### config.mk
export PLATFORM = sky130hd
export DESIGN_NAME = id_ex_stage
export DESIGN_NICKNAME = d
export VERILOG_FILES = /design/src/rtl/id_ex_stage.sv
export SDC_FILE = /design/constraint.sdc
export NUM_CORES = 1
export LEC_CHECK = 0
export ABC_AREA = 1
export ABC_CLOCK_PERIOD_IN_PS = 2900
export CELL_PAD_IN_SITES_DETAIL_PLACEMENT = 0
export CELL_PAD_IN_SITES_GLOBAL_PLACEMENT = 2
export CORE_MARGIN = 3
export CORE_UTILIZATION = 24
export CTS_CLUSTER_DIAMETER = 200
export DETAILED_ROUTE_END_ITERATION = 7
export MAX_ROUTING_LAYER = met4
export PLACE_DENSITY = 0.89
export SLEW_MARGIN = 20
export SYNTH_ARGS = -nofsm -noshare
export SYNTH_HDL_FRONTEND = slang
export SYNTH_SLANG_ARGS = --single-unit
### constraint.sdc
create_clock -name CLK -period 2.9 [get_ports CLK]
set_clock_uncertainty 0.05 [all_clocks]
set_input_delay 0.58 -clock CLK [delete_from_list [all_inputs] [get_ports CLK]]
set_output_delay 0.58 -clock CLK [all_outputs]
set_load 0.01 [all_outputs]
### src/rtl/id_ex_stage.sv
// ID/EX pipeline register with operand forwarding from EX/MEM and MEM/WB.
// Operands resolved at capture; held operands pick up MEM/WB writes while stalled.
module id_ex_stage #(
  parameter int unsigned DATA_W = 16,
  parameter int unsigned REG_AW = 4
) (
  input  logic              CLK,
  input  logic              RST,
  input  logic              stall_i,
  input  logic              flush_i,
  input  logic              valid_i,
  input  logic [7:0]        ctrl_i,
  input  logic [DATA_W-1:0] imm_i,
  input  logic [REG_AW-1:0] rdreg1_i,
  input  logic [REG_AW-1:0] rdreg2_i,
  input  logic [DATA_W-1:0] rdata1_i,
  input  logic [DATA_W-1:0] rdata2_i,
  input  logic [REG_AW-1:0] wrreg_i,
  input  logic              regwrite_i,
  input  logic              exmem_regwrite_i,
  input  logic [REG_AW-1:0] exmem_wrreg_i,
  input  logic [DATA_W-1:0] exmem_data_i,
  input  logic              memwb_regwrite_i,
  input  logic [REG_AW-1:0] memwb_wrreg_i,
  input  logic [DATA_W-1:0] memwb_data_i,
  output logic              valid_o,
  output logic [DATA_W-1:0] opa_o,
  output logic [DATA_W-1:0] opb_o,
  output logic [DATA_W-1:0] imm_o,
  output logic [7:0]        ctrl_o,
  output logic [REG_AW-1:0] wrreg_o,
  output logic              regwrite_o,
  output logic [REG_AW-1:0] rs1_o,
  output logic [REG_AW-1:0] rs2_o
);

  logic [DATA_W-1:0] opa_fwd_c;
  logic [DATA_W-1:0] opb_fwd_c;
  logic              opa_refresh_c;
  logic              opb_refresh_c;

  // Forward mux for incoming operands: EX/MEM beats MEM/WB beats the register heap.
  always_comb begin
    opa_fwd_c = rdata1_i;
    opb_fwd_c = rdata2_i;
    if (exmem_regwrite_i && (exmem_wrreg_i == rdreg1_i)) begin
      opa_fwd_c = exmem_data_i;
    end else if (memwb_regwrite_i && (memwb_wrreg_i == rdreg1_i)) begin
      opa_fwd_c = memwb_data_i;
    end
    if (exmem_regwrite_i && (exmem_wrreg_i == rdreg2_i)) begin
      opb_fwd_c = exmem_data_i;
    end else if (memwb_regwrite_i && (memwb_wrreg_i == rdreg2_i)) begin
      opb_fwd_c = memwb_data_i;
    end
  end

  // Held operand refresh: only a live instruction tracks the heap write port.
  always_comb begin
    opa_refresh_c = valid_o && memwb_regwrite_i && (memwb_wrreg_i == rs1_o);
    opb_refresh_c = valid_o && memwb_regwrite_i && (memwb_wrreg_i == rs2_o);
  end

  // Pipeline register: reset > flush > stall > capture.
  always_ff @(posedge CLK) begin
    if (!RST || flush_i) begin
      valid_o    <= 1'b0;
      opa_o      <= '0;
      opb_o      <= '0;
      imm_o      <= '0;
      ctrl_o     <= '0;
      wrreg_o    <= '0;
      regwrite_o <= 1'b0;
      rs1_o      <= '0;
      rs2_o      <= '0;
    end else if (stall_i) begin
      if (opa_refresh_c) opa_o <= memwb_data_i;
      if (opb_refresh_c) opb_o <= memwb_data_i;
    end else begin
      valid_o    <= valid_i;
      opa_o      <= opa_fwd_c;
      opb_o      <= opb_fwd_c;
      imm_o      <= imm_i;
      ctrl_o     <= ctrl_i;
      wrreg_o    <= wrreg_i;
      regwrite_o <= valid_i && regwrite_i;
      rs1_o      <= rdreg1_i;
      rs2_o      <= rdreg2_i;
    end
  end

endmodule

==> reports/metrics.csv <==
metric;value;unit
path_cells;clkdlybuf4s50_1 > inv_2 > nand2_1 > nand2_1 > nor2_4 > nand3_4 > nand3_1 > nand2_1 > inv_2 > a21oi_1;
clk_path_buf_depth;2;
start_util;24.5;%
ys_types;27;
finalSetupViolations;0;
die_h;145;um
crit_type;primary input to flip-flop;
dieWidth;145;um
grt_pass1_vias;5103;
critPathSlowestCell;clkdlybuf4s50_1;
synth_top_family_by_area;simple AND/OR/NAND/NOR gates;
die-area;20900;um2
wl_per_cell;16.0;um
top_layer;met4;
slowest_delay;0.52;ns
final_layout_size_suffix_gt1_share;12.0;%
multiInputGateArea;2680;um2
crit_buf_inv;3;
tightest_slew;0.706;ns
synth_top_area_share;30.4;%
maxCapViolCount;0;
cts_tree;built;
insertion_delay;0.34;ns
cts_setup_buffers;0;
grt_pass1_wl;28000;um
cpMostUsedCell;nand2_1;
critical_path.startpoint_type;primary input;
wl_met2;8260;um
port_buffers;185;
cp-end-kind;flip-flop;
synthCells;714;
netlist_top_cells_area;dfxtp_1 30%, nand2_1 18%, nand4_1 8.7%, nor2_1 6.7%, inv_1 5.3%;
timing.slew.headroom;53.0;%
drtPass1Iterations;4;
routed-wl-met3;1330;um
clkTransAtPathRegs;0.07;ns
areaGrowthSynthToFinish;52.8;%
ant_nets;0;
cts_resized;0;
synth.area.mux_share;0;%
synth_warnings;0;
pin_count;186;
setup_tns;0;ns
post-route-period-util;72.3;%
cts_buffers;9;
crit_required;3.08;ns
antenna_found_initial;0;
cts.sinks;70;
worstHoldPathType;flip-flop to flip-flop;
ys_seq_area_share;30.4;%
synthAdderAreaFrac;0;%
synth_compound_area_share;9.97;%
yosys.area_share.xor_xnor;0.894;%
cpLargestDelayFamily;simple AND/OR/NAND/NOR gates;
synth_ff_type;dfxtp_1;
ys_ff_latch;70;
n_fill_cell;2022;
outcome;finished clean;
fin_crit;2.10;ns
rsz0062_at_grt;false;
drv_slew;0;
synth_edf_count;0;
via_per_inst;4.54;
place_congestion;0.793;
synthSimpleGateAreaFrac;47.0;%
critPathArrivalTime;2.28;ns
met1_length;8730;um
grt_start_max_net_pins;58;
grt_overflow_total;0;
root_buffer;clkbuf_16;
synth_nets;830;
synth_top_area_cell;dfxtp_1;
htree_levels;3;
instances_no_fill;1155;
routed_wl;18500;um
hpwl;13400;um
max_freq;477;MHz
core_area;18800;um2
antennaDiodeCount;0;
cp_max_fo;16;
power.density;405;nW/um2
vias;5249;
nNetsFinal;1006;
ctsHoldBuffers;0;
grtUsageTotal;17.9;%
drc;0;
row_count;50;
regArea;1400;um2
hold_viol_final;0;
p_leak;0.00296;uW
async_flop_share;0;%
hold_slack;0.410;ns
syn_avg_cell_area;6.47;um2
drt_iter0_drc;420;
dp.cells;1139;
syn_area;4620;um2
peakVddDrop;0.257;mV
sequential cells by signal, indices dropped and copies added (netlist names):
register and flops:
imm_o 16, opa_o 16, opb_o 16, ctrl_o 8, rs1_o 4, rs2_o 4, wrreg_o 4, regwrite_o 1
valid_o 1
per-layer routing:
layer	track usage, %	vias to the layer above
met3	4.44	15
met4	4.27	0
li1	-	2679
met2	26.8	191
met5	-	-
met1	24.4	2364
path summary, 6_finish.rpt:
path,start,end,slack [ns],depth (start not counted)
worst max-delay path,memwb_wrreg_i[0],opa_o[14]$_SDFFE_PP0P_,0.80,10
worst max register to register,rs1_o[1]$_SDFFE_PP0N_,opa_o[14]$_SDFFE_PP0P_,1.26,9
worst min register to register,ctrl_o[3]$_SDFFE_PP0N_,ctrl_o[3]$_SDFFE_PP0N_,0.41,2
worst min-delay path,ctrl_o[3]$_SDFFE_PP0N_,ctrl_o[3]$_SDFFE_PP0N_,0.41,2
cells by family (layout without fill, tap and decap cells):
kind of cell,count (synthesis),count (layout)
xor gates and xnor gates,3,3
AOI/OAI and AO/OA,73,73
buffers and inverters,119,300
DFF,70,70
and+or+nand+nor,449,449
synthesized netlist by cell type (2+ instances only):
cell type and n:
nand3_2 20, nor2_1 82, a21oi_2 20, dfxtp_1 70, inv_1 65, nand3_1 46
buf_1 9, nor2_8 2, clkbuf_1 11, a21oi_1 42, nand2_1 222, nand2_2 2
inv_2 7, nor2_4 6, nand4_1 64, buf_12 2, buf_6 4, xnor2_2 2
nand3_4 4, o21ai_0 2, buf_4 4, a211oi_1 8, buf_2 16
stage by stage:
step | setup slack (ns) | total power [uW] | util [%] | cell area [um2]
finish | 0.802 | 2860 | 37.5 | 7050
global route | 0.632 | 3000 | 37.5 | 7050
CTS | 0.795 | 2890 | 37.5 | 7050
detailed placement | 0.435 | 1710 | 35.8 | 6750
global placement | 0.472 | 1710 | 35.8 | 6750
floorplan | 1.27 | 1350 | - | 4620
layout make-up:
type | instances | share of cell area [%]
tap | 260 | 4.61
clock buffer | 9 | 3.19
clock inverter | 7 | 1.12
multi-input combinational | 525 | 38.0
timing repair buffer | 211 | 29.3
sequential | 70 | 19.9
inverter | 73 | 3.89
placed cells by master, fill, tap and decap left out:
cell,synthesis,layout
nand2_1,222,221
clkdlybuf4s50_1,0,184
nor2_1,82,82
dfxtp_1,70,70
inv_1,65,65
nand4_1,64,64
nand3_1,46,46
a21oi_1,42,42
buf_4,4,25
nand3_2,20,20
a21oi_2,20,20
clkbuf_16,0,9
a211oi_1,8,8
inv_2,7,7
nor2_4,6,6
nand3_4,4,4
inv_6,0,4
nand2_2,2,2
nor2_8,2,2
o21ai_0,2,2
xnor2_2,2,2
buf_12,2,2
xnor2_1,1,1
o21ai_1,1,1
nand2_4,0,1
nand3b_1,1,1
clkinv_1,1,1
clkinv_4,0,1
clkinv_2,0,1
bufinv_16,0,1
tightest hold or removal path, stage by stage, from the launching register on:
cell	delay (ns)
dfxtp_1	0.31
nand2_1	0.06
a21oi_1	0.05
report_power, final:
part / leakage, uW / internal (uW) / switching, uW / total [uW]
Sequential: 0.000571 / 996 / 24.3 / 1020
Combinational: 0.00223 / 313 / 352 / 664
Clock: 0.000151 / 679 / 492 / 1170
Total: 0.00296 / 1990 / 868 / 2860
No activity file was read; power rests on OpenSTA's default activity.
